--- src/rtl/param_rr_arbiter_mux_if.sv ---
// Handshake bundle for param_rr_arbiter_mux: N producer streams in, one
// consumer stream out. The packet-lock variant (PARAM_RR_ARBITER_MUX_LOCK_EN)
// adds in_last/out_last.
interface param_rr_arbiter_mux_if #(
   parameter int DATA_WIDTH     = 8,
   parameter int INPUT_CHANNELS = 4
);
   localparam int CHAN_W = $clog2(INPUT_CHANNELS);

   logic [INPUT_CHANNELS*DATA_WIDTH-1:0] in_data;
   logic [INPUT_CHANNELS-1:0]            in_valid;
   logic [INPUT_CHANNELS-1:0]            in_ready;
   logic [DATA_WIDTH-1:0]                out_data;
   logic                                 out_valid;
   logic                                 out_ready;
   logic [CHAN_W-1:0]                    out_chan;
`ifdef PARAM_RR_ARBITER_MUX_LOCK_EN
   logic [INPUT_CHANNELS-1:0]            in_last;
   logic                                 out_last;

   // producers/consumer side
   modport master (output in_data, in_valid, in_last, out_ready,
                   input  in_ready, out_data, out_valid, out_chan, out_last);
   // arbiter side
   modport slave  (input  in_data, in_valid, in_last, out_ready,
                   output in_ready, out_data, out_valid, out_chan, out_last);
`else
   // producers/consumer side
   modport master (output in_data, in_valid, out_ready,
                   input  in_ready, out_data, out_valid, out_chan);
   // arbiter side
   modport slave  (input  in_data, in_valid, out_ready,
                   output in_ready, out_data, out_valid, out_chan);
`endif
endinterface

--- src/rtl/param_rr_arbiter_mux.sv ---
// Round-robin N:1 stream arbiter/mux with a registered output stage.
// Optional packet lock: define PARAM_RR_ARBITER_MUX_LOCK_EN to keep the grant
// on one channel until it delivers a word with in_last set.
module param_rr_arbiter_mux #(
   parameter int DATA_WIDTH     = 8,
   parameter int INPUT_CHANNELS = 4
) (
   input  logic                  clk,
   input  logic                  rst,
   param_rr_arbiter_mux_if.slave bus
);
   localparam int                CHAN_W    = $clog2(INPUT_CHANNELS);
   localparam logic [CHAN_W-1:0] LAST_CHAN = CHAN_W'(INPUT_CHANNELS - 1);

   logic [INPUT_CHANNELS-1:0][DATA_WIDTH-1:0] words;
   logic [INPUT_CHANNELS-1:0]                 grant;
   logic [DATA_WIDTH-1:0]                     data_q, data_d;
   logic [CHAN_W-1:0]                         chan_q, chan_d;
   logic [CHAN_W-1:0]                         ptr_q, ptr_d;
   logic [CHAN_W-1:0]                         gidx;
   logic                                      valid_q, valid_d;
   logic                                      load, found;
`ifdef PARAM_RR_ARBITER_MUX_LOCK_EN
   logic                                      lock_q, lock_d;
   logic [CHAN_W-1:0]                         lchan_q, lchan_d;
   logic                                      last_q, last_d;
`endif

   assign words = bus.in_data;
   // Output slot is free when empty or being drained this cycle.
   assign load  = ~valid_q | bus.out_ready;

   // Grant: first valid channel after the last winner (or the locked channel).
   always_comb begin : p_grant
      logic [CHAN_W-1:0] idx;
      grant = '0;
      gidx  = '0;
      found = 1'b0;
      idx   = '0;
`ifdef PARAM_RR_ARBITER_MUX_LOCK_EN
      if (lock_q) begin
         found        = bus.in_valid[lchan_q];
         gidx         = lchan_q;
         grant[lchan_q] = bus.in_valid[lchan_q];
      end else begin
`else
      begin
`endif
         for (int k = 0; k < INPUT_CHANNELS; k++) begin
            idx = CHAN_W'((int'(ptr_q) + 1 + k) % INPUT_CHANNELS);
            if (!found && bus.in_valid[idx]) begin
               found      = 1'b1;
               gidx       = idx;
               grant[idx] = 1'b1;
            end
         end
      end
   end

   // Ready is suppressed under backpressure and while reset is asserted.
   assign bus.in_ready = grant & {INPUT_CHANNELS{load & ~rst}};

   // Next state of the output register, pointer and lock.
   always_comb begin
      data_d  = data_q;
      chan_d  = chan_q;
      valid_d = valid_q;
      ptr_d   = ptr_q;
`ifdef PARAM_RR_ARBITER_MUX_LOCK_EN
      lock_d  = lock_q;
      lchan_d = lchan_q;
      last_d  = last_q;
`endif
      if (load) begin
         if (found) begin
            data_d  = words[gidx];
            chan_d  = gidx;
            valid_d = 1'b1;
`ifdef PARAM_RR_ARBITER_MUX_LOCK_EN
            last_d  = bus.in_last[gidx];
            // Pointer only moves when a packet ends, so the next packet
            // is arbitrated fairly from the channel that just finished.
            if (bus.in_last[gidx]) begin
               lock_d = 1'b0;
               ptr_d  = gidx;
            end else begin
               lock_d  = 1'b1;
               lchan_d = gidx;
            end
`else
            ptr_d   = gidx;
`endif
         end else begin
            valid_d = 1'b0;
         end
      end
   end

   // State register; pointer resets to the last channel so channel 0 wins first.
   always_ff @(posedge clk) begin
      if (rst) begin
         data_q  <= '0;
         chan_q  <= '0;
         valid_q <= 1'b0;
         ptr_q   <= LAST_CHAN;
`ifdef PARAM_RR_ARBITER_MUX_LOCK_EN
         lock_q  <= 1'b0;
         lchan_q <= '0;
         last_q  <= 1'b0;
`endif
      end else begin
         data_q  <= data_d;
         chan_q  <= chan_d;
         valid_q <= valid_d;
         ptr_q   <= ptr_d;
`ifdef PARAM_RR_ARBITER_MUX_LOCK_EN
         lock_q  <= lock_d;
         lchan_q <= lchan_d;
         last_q  <= last_d;
`endif
      end
   end

   assign bus.out_data  = data_q;
   assign bus.out_chan  = chan_q;
   assign bus.out_valid = valid_q;
`ifdef PARAM_RR_ARBITER_MUX_LOCK_EN
   assign bus.out_last  = last_q;
`endif

endmodule

--- src/flat_wrapper.sv ---
// flat-port wrapper written by rule: the top's interface ports become plain ports
module param_rr_arbiter_mux_flat 
#(
   parameter int DATA_WIDTH     = 8,
   parameter int INPUT_CHANNELS = 4
)
  (clk, rst, bus_in_data, bus_in_valid, bus_out_ready, bus_in_ready, bus_out_data, bus_out_valid, bus_out_chan);
  param_rr_arbiter_mux_if #(.DATA_WIDTH(DATA_WIDTH), .INPUT_CHANNELS(INPUT_CHANNELS)) bus_i ();
  input  logic clk;
  input  logic rst;
  input wire logic [$bits(bus_i.in_data)-1:0] bus_in_data;
  input wire logic [$bits(bus_i.in_valid)-1:0] bus_in_valid;
  input wire logic [$bits(bus_i.out_ready)-1:0] bus_out_ready;
  output wire logic [$bits(bus_i.in_ready)-1:0] bus_in_ready;
  output wire logic [$bits(bus_i.out_data)-1:0] bus_out_data;
  output wire logic [$bits(bus_i.out_valid)-1:0] bus_out_valid;
  output wire logic [$bits(bus_i.out_chan)-1:0] bus_out_chan;
  assign bus_i.in_data = bus_in_data;
  assign bus_i.in_valid = bus_in_valid;
  assign bus_i.out_ready = bus_out_ready;
  assign bus_in_ready = bus_i.in_ready;
  assign bus_out_data = bus_i.out_data;
  assign bus_out_valid = bus_i.out_valid;
  assign bus_out_chan = bus_i.out_chan;
  param_rr_arbiter_mux #(.DATA_WIDTH(DATA_WIDTH), .INPUT_CHANNELS(INPUT_CHANNELS)) u_core (.clk(clk), .rst(rst), .bus(bus_i));
endmodule
--- config.mk ---
export PLATFORM = sky130hd
export DESIGN_NAME = param_rr_arbiter_mux_flat
export DESIGN_NICKNAME = d
export VERILOG_FILES = /design/src/rtl/param_rr_arbiter_mux_if.sv /design/src/rtl/param_rr_arbiter_mux.sv /design/src/flat_wrapper.sv
export SDC_FILE = /design/constraint.sdc
export NUM_CORES = 1
export LEC_CHECK = 0
export BUFFER_PORTS_ARGS = -buffer_cell sky130_fd_sc_hd__buf_2
export CORE_AREA = 4 4 55 57
export DETAILED_ROUTE_END_ITERATION = 10
export DIE_AREA = 0 0 59 61
export PLACE_DENSITY = 0.81
export REMOVE_ABC_BUFFERS = 1
export SLEW_MARGIN = 10
export SYNTH_ARGS = -nofsm -noshare
export SYNTH_HDL_FRONTEND = slang
export SYNTH_SLANG_ARGS = --single-unit
export TNS_END_PERCENT = 10
--- constraint.sdc ---
create_clock -name clk -period 7.1 [get_ports clk]
set_input_delay 1.065 -clock clk [delete_from_list [all_inputs] [get_ports clk]]
set_output_delay 1.065 -clock clk [all_outputs]
set_load 0.01 [all_outputs]
Word level (Yosys, flattened, before mapping)
Cells that the tools add are included.
{"block": "word_totals", "ff_bits": 13, "inputBits": 39, "out_inout_bits": 15, "wordCells": 67}
{"block": "classes", "addsub": 4, "n_lt_le_gt_ge": 9, "n_mux": 31, "bitwise": 8, "reduce_logical": 11}
{"cell": "$bmux W8 S2", "count": 1}
{"cell": "$mux W4", "count": 4}
{"cell": "$lt A2 B3 Y1 const B", "count": 5}
{"cell": "$mux W1", "count": 13}
{"cell": "$or A4 B4 Y4", "count": 3}
{"cell": "$bmux W1 S2", "count": 4}
{"cell": "$demux W1 S2", "count": 4}
{"cell": "$ge A2 B1 Y1 const B", "count": 4}
{"cell": "$mux W2", "count": 4}
{"cell": "$mux W8", "count": 1}
{"cell": "$logic_and A1 B1 Y1", "count": 7}
{"cell": "$add A2 B1 Y2 const B", "count": 2}
{"cell": "$add A2 B2 Y2 const B", "count": 2}
{"cell": "$and A4 B4 Y4", "count": 1}
{"cell": "$logic_not A1 Y1", "count": 3}
{"cell": "$not A1 Y1", "count": 2}
{"cell": "$reduce_and A2 Y1", "count": 1}
{"cell": "$and A1 B1 Y1", "count": 1}
{"cell": "$or A1 B1 Y1", "count": 1}

Longest topological paths before layout
Gate-level depths: netlist of run 1.
{"block": "depth", "ltp_word": 15, "mapped_depth": 11, "mapped_depth_nobuf": 8}

Worst setup path after synthesis of run 1
No wires, ideal clock.
{"block": "synth_path", "kind": "input -> output", "startpoint": "input bus_in_valid[2]", "endpoint": "output bus_in_ready[0]", "arrival_time_ns": 2.514, "t_required_ns": 6.035, "slack_ns": 3.521, "path_stages": 6, "n_path_buf": 1, "cell_sequence": "mux4_2 -> buf_6 -> nor4_1 -> a22oi_1 -> o21ai_0 -> nor2b_1"}
{"block": "synth_via", "elab_chain_cells": 13, "word_cells_on_any_way": 25, "cone_classes": "mux (15); bitwise (4); reduce/logical (6)"}
{"item": "start, declared", "line_no": "flat_wrapper.sv:12", "rtl": "input wire logic [$bits(bus_i.in_valid)-1:0] bus_in_valid;"}
{"item": "$bmux W1 S2", "line_no": "param_rr_arbiter_mux.sv:51", "rtl": "if (!found && bus.in_valid[idx]) begin"}
{"item": "$mux W1 (not written as such)", "line_no": "param_rr_arbiter_mux.sv:51"}
{"item": "$mux W1", "line_no": "param_rr_arbiter_mux.sv:51"}
{"item": "$logic_not A1 Y1", "line_no": "param_rr_arbiter_mux.sv:51"}
{"item": "$logic_and A1 B1 Y1", "line_no": "param_rr_arbiter_mux.sv:51"}
{"item": "$mux W1", "line_no": "param_rr_arbiter_mux.sv:51"}
{"item": "$logic_not A1 Y1", "line_no": "param_rr_arbiter_mux.sv:51"}
{"item": "$logic_and A1 B1 Y1", "line_no": "param_rr_arbiter_mux.sv:51"}
{"item": "$mux W1", "line_no": "param_rr_arbiter_mux.sv:51"}
{"item": "$logic_not A1 Y1", "line_no": "param_rr_arbiter_mux.sv:51"}
{"item": "$logic_and A1 B1 Y1", "line_no": "param_rr_arbiter_mux.sv:51"}
{"item": "$mux W4 *", "line_no": "param_rr_arbiter_mux.sv:51"}
{"item": "$and A4 B4 Y4 *", "line_no": "param_rr_arbiter_mux.sv:61", "rtl": "assign bus.in_ready = grant & {INPUT_CHANNELS{load & ~rst}};"}
{"item": "end, declared", "line_no": "flat_wrapper.sv:14", "rtl": "output wire logic [$bits(bus_i.in_ready)-1:0] bus_in_ready;"}
Every way passes the cells marked *; elsewhere a longest branch is shown, timed or not. The select of a mux whose other input is x is not followed.

Final worst setup path of run 1
{"block": "layout_path", "startpoint": "register u_core.ptr_q[0]", "endpoint": "output bus_in_ready[2]"}
{"block": "layout_via", "elab_chain_cells": 14, "word_cells_on_any_way": 49, "cone_classes": "add/sub (4); order compare (8); mux (23); bitwise (4); reduce/logical (10)"}
{"item": "start, declared", "line_no": "param_rr_arbiter_mux.sv:19", "rtl": "logic [CHAN_W-1:0] ptr_q, ptr_d;"}
{"item": "start signal, assigned", "line_no": "param_rr_arbiter_mux.sv:115", "rtl": "ptr_q <= ptr_d;"}
{"item": "$add A2 B1 Y2 *", "line_no": "param_rr_arbiter_mux.sv:50", "rtl": "idx = CHAN_W'((int'(ptr_q) + 1 + k) % INPUT_CHANNELS);"}
{"item": "parallel branches: the longest is 11 deep, another holds $lt A2 B3 Y1"}
{"item": "$mux W4 *", "line_no": "param_rr_arbiter_mux.sv:51"}
{"item": "$and A4 B4 Y4 *", "line_no": "param_rr_arbiter_mux.sv:61"}
Mark *: on every way between the ends. The select of a mux whose other input is x is not followed.

==> run_results.csv, run 1 <==
group,metric,value,unit
routing,antenna_left,0,
floorplan,ioPinCount,54,
synth,synth_area,1230,µm²
cells_and_area,finalNetCount,223,
power_and_ir_drop,p_total,0.000755,W
critical_path,cp.arrival,3490,ps
power_and_ir_drop,p_leak,0.708,nW
timing,post-route-min-period,4550,ps
critical_path,crit_type,"reg2out",
cells_and_area,final_common_cell,"buf_2",
grt,grt_overflow_total,0,
run,drv_cap,0,
critical_path,critPathMaxFanout,13,
critical_path,cp-end-kind,"output port",
grt,grt_pass1_vias,1190,
routing,viasPerCell,5.85,
floorplan,row_count,18,
clock_network,cts.path.max_buffers,2,
synth,synth_compound_gate_area_share,0.233,
timing,hold_viol,0,
synth,synth_fa_ha_area_frac,0.0709,
floorplan,die_y,61,µm
power_and_ir_drop,power_per_cell_area,504,nW/µm²
clock_network,clkLatencyLatePin,280,ps
synth,yosysWarnings,0,
floorplan,die-area,3600,µm²
routing,dr.pass1.iters,4,
routing,route.vias.total,1205,
synth,yosysTopAreaCell,"dfxtp_1",
routing,post_drt_wl_per_cell,15.6,µm
timing,fin_tns_setup,0,ps
grt,antenna_found_initial,0,
timing,rsz0062_at_grt,"no",
routing,first_iter_violations,46,
critical_path,start_kind,"flip-flop",
clock_network,clk_root_buffer_cell,"clkbuf_4",
floorplan,coreArea,2480,µm²
timing,slew_violations,0,
synth,synth_cell_types,36,
synth,synthMuxAreaShare,0.233,
clock_network,cts_sinks,13,
timing,setup_viol,0,
floorplan,die_w,59,µm
grt,grt_pass1_wl,5090,µm
timing,fin_ws,2550,ps
cells_and_area,antenna_cells,0,
placement,hpwl,2540,µm
hold_path,hp-class,"reg2reg",
timing,worstMarginPinSlew,1080,ps
floorplan,floorplan.initialDensity,0.498,
placement,numPortBuffers,53,
cells_and_area,final_area,1500,µm²
power_and_ir_drop,peakVddDrop,0.382,mV
synth,synth_xor_area_frac,0,
placement,placed_area,1470,µm²
clock_network,ctsResizeCount,0,
clock_network,cts_hold_buf,0,
critical_path,worstPathRequired,6030,ps
clock_network,cts_buffers,3,
cells_and_area,stdcell_count,206,
synth,ys_top_cells_by_area,"dfxtp_1 21%, mux2i_1 18%, o221ai_2 11%",
timing,slew_headroom,0.280,
synth,synth_cells,127,
synth,avgSynthCellArea,9.72,µm²
placement,routabilityCongestion,0.849,
cells_and_area,final_cell_mix,"53 x buf_2, 22 x mux2i_1, 13 x dfxtp_1, 9 x o221ai_2, 8 x nand3b_1",
routing,drc_errors,0,
clock_network,tritoncts,"yes",
grt,grt_use_total,0.179,
synth,synth_top_family_by_area,"multiplexers",
synth,synthDominantCellAreaShare,0.211,
timing,finalClockSkew,9.55,ps
placement,dp.cells,202,
synth,seq_area_frac_synth,0.211,
routing,drt-total-wl,3220,µm
clock_network,clk_pin_slew_worst_paths,70,ps
timing,fmax,220,MHz
synth,synthSimpleGateAreaFrac,0.184,
cells_and_area,drive_gt1_frac,0.392,
placement,place_ws,2910,ps
synth,synth-seq-cells,13,
clock_network,postCtsSetupRepairBufs,0,
grt,grt_max_degree,18,
clock_network,htreeDepth,1,
cells_and_area,area_growth,21.3,%
timing,fin_crit_sh,0.641,
status,status,"finished, final reports clean",
-- sequential cells by signal, indices dropped and copies added (netlist names) --
| name | count |
|---|---|
| u_core.bus.out_chan | 2 |
| u_core.ptr_q | 2 |
| u_core.bus.out_data | 8 |
| u_core.bus.out_valid | 1 |
-- cells by family after synthesis --
| family | Yosys count |
|---|---|
| AO/OA/AOI/OAI | 32 |
| multiplexers | 26 |
| buffers and inverters | 11 |
| adder cells (fa/ha/maj) | 7 |
| flip-flops | 13 |
| AND/OR/NAND/NOR | 38 |
-- synth_stat cells --
cell,instances
a21boi_1,1
a21o_1,1
a21oi_1,4
a22o_1,1
a22oi_1,6
a32oi_1,1
and2_1,2
and3_1,1
buf_2,1
buf_4,1
buf_6,5
clkbuf_1,1
dfxtp_1,13
ha_1,7
inv_1,3
mux2_1,1
mux2_2,1
mux2i_1,22
mux4_2,2
nand2_1,4
nand2b_1,4
nand3_1,2
nand3b_1,8
nor2_1,5
nor2b_1,5
nor3_1,1
nor4_1,2
nor4bb_1,1
o21a_1,1
o21ai_0,5
o21bai_1,1
o221ai_1,1
o221ai_2,9
o22ai_1,1
or3_1,2
or3b_1,1
-- metal layers --
metal  wire length [µm]  up-vias  part of all wire  GRT usage
met2               1760       39              0.54      0.345
met4                 17        0            0.0053     0.0356
met5                  0        -                 0          0
met1               1270      576              0.39      0.209
met3                178        2             0.055     0.0277
li1                   -      588                 -          -
-- power by group --
| group | internal, W | leakage (nW) | switching, W |
|---|---|---|---|
| sequential | 0.000104 | 0.108 | 0.0000276 |
| combinational | 0.000262 | 0.585 | 0.000315 |
| clock | 0.0000218 | 0.0150 | 0.0000244 |
-- final timing paths --
kind | to | cells past startpoint | from | slack, ps
worst max-delay path | bus_in_ready[2] | 8 | u_core.ptr_q[0] | 2550
worst min-delay path | u_core.bus.out_chan[1] | 2 | u_core.bus.out_chan[1] | 500
worst max register to register | u_core.bus.out_data[6] | 8 | u_core.ptr_q[0] | 3440
worst min register to register | u_core.bus.out_chan[1] | 2 | u_core.bus.out_chan[1] | 500
-- critical path, stage by stage, from the launching register on --
cell	delay, ps
dfxtp_1	660
inv_1	220
ha_1	460
mux4_2	670
nor4_1	620
a22oi_1	150
o21ai_0	120
nor2b_1	160
buf_2	140
-- area by class of cell --
class,count,area (µm²)
fillers,223,980
multi-input cells,103,897
repair buffers,53,265
flip-flops and latches,13,260
well taps,30,37.5
clock buffers,4,26.3
inverters,3,11.3
-- per-stage QoR --
stage               utilization  hold WS (ps)
floorplan                     -           505
global placement          0.594           477
detailed placement        0.594           489
CTS                       0.605           501
global route              0.605           541
finish                    0.605           498
(Power assumes the default switching activity.)
==> run 2, diff against run 1 <==
--- a/config.mk
+++ b/config.mk
@@ -6,10 +6,10 @@
 export NUM_CORES = 1
 export LEC_CHECK = 0
 export BUFFER_PORTS_ARGS = -buffer_cell sky130_fd_sc_hd__buf_2
-export CORE_AREA = 4 4 55 57
+export CORE_AREA = 4 4 59 61
 export DETAILED_ROUTE_END_ITERATION = 10
-export DIE_AREA = 0 0 59 61
-export PLACE_DENSITY = 0.81
+export DIE_AREA = 0 0 63 65
+export PLACE_DENSITY = 0.74
 export REMOVE_ABC_BUFFERS = 1
 export SLEW_MARGIN = 10
 export SYNTH_ARGS = -nofsm -noshare
==> constraint.sdc (replaced) <==
create_clock -name clk -period 3.8 [get_ports clk]
set_input_delay 0.57 -clock clk [delete_from_list [all_inputs] [get_ports clk]]
set_output_delay 0.57 -clock clk [all_outputs]
set_load 0.01 [all_outputs]
==> run_results.csv, run 2 (synthesized netlist as in run 1, its figures left out) <==
group,metric,value,unit
clock_network,tritoncts,"yes",
critical_path,start_kind,"flip-flop",
grt,grt_use_total,0.146,
grt,grt_pass1_wl,4860,µm
routing,post_drt_wl_per_cell,14.9,µm
floorplan,floorplan.initialDensity,0.415,
power_and_ir_drop,p_leak,0.723,nW
timing,fin_tns_setup,0,ps
clock_network,cts.path.max_buffers,2,
power_and_ir_drop,peakVddDrop,0.362,mV
power_and_ir_drop,seq_power_share,0.157,
grt,antenna_found_initial,0,
timing,slew_headroom,0.595,
cells_and_area,largest_register_ffs,8,
routing,dr.pass1.iters,4,
status,status,"finished, final reports clean",
critical_path,critPathMaxFanout,11,
floorplan,ioPinCount,54,
clock_network,clk_pin_slew_worst_paths,80,ps
cells_and_area,antenna_cells,0,
cells_and_area,finalNetCount,226,
cells_and_area,drive_gt1_frac,0.402,
run,drv_cap,0,
routing,viasPerCell,5.43,
timing,finalClockSkew,0.699,ps
critical_path,crit_type,"reg2out",
cells_and_area,final_common_cell,"buf_2",
floorplan,die_w,63,µm
floorplan,die-area,4100,µm²
placement,numPortBuffers,53,
power_and_ir_drop,combPwrFrac,0.784,
cells_and_area,num-fill-cells,279,
critical_path,startpoint,"u_core.ptr_q[1]",
timing,setup_viol,0,
power_and_ir_drop,power_per_cell_area,936,nW/µm²
clock_network,cts_hold_buf,0,
clock_network,clkLatencyLatePin,270,ps
timing,worstMarginPinSlew,603,ps
critical_path,path_cells,"inv_1 -> ha_1 -> mux4_2 -> nor4_1 -> a22oi_1 -> o21ai_0 -> nor2b_1 -> buf_2",
cells_and_area,final_cell_mix,"53 x buf_2, 22 x mux2i_1, 13 x dfxtp_1, 9 x o221ai_2, 8 x nand3b_1",
placement,hpwl,2620,µm
grt,grt_overflow_total,0,
clock_network,cts_buffers,3,
floorplan,die_y,65,µm
placement,routabilityCongestion,0.878,
hold_path,hp-start,"u_core.bus.out_valid",
critical_path,worstPathRequired,3230,ps
timing,fin_crit_sh,0.920,
routing,antenna_left,0,
critical_path,critPathSlowestCell,"mux4_2",
grt,grt_pass1_vias,1123,
routing,drc_errors,0,
routing,route.vias.total,1152,
timing,hold_viol,0,
clock_network,htreeDepth,1,
timing,rsz0062_at_grt,"no",
clock_network,ctsResizeCount,0,
timing,fmax,286,MHz
critical_path,slowest_delay,660,ps
critical_path,cp-end-kind,"output port",
grt,grt_max_degree,18,
power_and_ir_drop,p_clk_frac,0.059,
floorplan,row_count,20,
timing,hold_ws,506,ps
clock_network,postCtsSetupRepairBufs,0,
critical_path,cp.arrival,2930,ps
floorplan,coreArea,2980,µm²
timing,post-route-min-period,3500,ps
cells_and_area,area_growth,23.4,%
cells_and_area,finish.utilization,0.512,
critical_path,worstReg2RegStart,"u_core.ptr_q[1]",
hold_path,hp-class,"reg2reg",
power_and_ir_drop,switching_share,0.480,
timing,slew_violations,0,
clock_network,cts_sinks,13,
routing,drt-total-wl,3150,µm
clock_network,clk_root_buffer_cell,"clkbuf_4",
routing,first_iter_violations,41,
power_and_ir_drop,p_int,0.000743,W
power_and_ir_drop,p_switching,0.000684,W
## run 2: cell count changes in the layout (fill, tap and decap cells not counted)
| cell | delta |
|---|---|
| buf_4 | +3 |
## run 2: routing by layer
layer / global-route usage / part of all wire / wire [µm]
met2: 0.281 / 0.57 / 1780
met3: 0.0433 / 0.035 / 110
met1: 0.156 / 0.40 / 1250
met5: 0 / 0 / 0
met4: 0.0303 / 0.0041 / 13
## run 2: worst max-delay path: cells and delay by family, from the launching register on
| family | cells | cell delay (ps) |
|---|---|---|
| AND/OR/NAND/NOR | 2 | 700 |
| multiplexers | 1 | 660 |
| flip-flops | 1 | 410 |
| adder cells (fa/ha/maj) | 1 | 400 |
| buffers and inverters | 2 | 250 |
| AO/OA/AOI/OAI | 2 | 250 |
## run 2: worst paths after layout
path	slack, ps	cells after the start	to
setup / recovery	300	8	bus_in_ready[2]
hold / removal	510	2	u_core.bus.out_valid
setup reg to reg	840	8	u_core.bus.out_data[0]
hold reg to reg	510	2	u_core.bus.out_valid
## run 2: power by group through the flow
stage / Clock (W) / Combinational [W] / Sequential [W]
after floorplan: 0 / 0.000825 / 0.000261
after global placement: 0 / 0.00109 / 0.000224
after detailed placement: 0 / 0.00113 / 0.000228
after CTS: 0.0000873 / 0.00113 / 0.000224
after global routing: 0.0000967 / 0.00122 / 0.000231
final: 0.0000843 / 0.00112 / 0.000224
## run 2: area by class of cell
class,instances,area [µm²],area share
Clock buffer,4,26.3,0.0172
Inverter,3,11.3,0.00739
Multi-Input combinational cell,103,897,0.589
Sequential cell,13,260,0.171
Tap cell,33,41.3,0.0271
Timing Repair Buffer,56,288,0.189
## run 2: per-stage QoR
stage          setup slack, ps  cell area, µm²  total power, W  cells
2_1_floorplan              241            1160         0.00109    119
3_3_place_gp               782            1500         0.00131    208
3_5_place_dp               615            1500         0.00135    208
4_1_cts                    297            1520         0.00144    212
5_1_grt                   55.2            1520         0.00155    212
6_report                   303            1520         0.00143    212
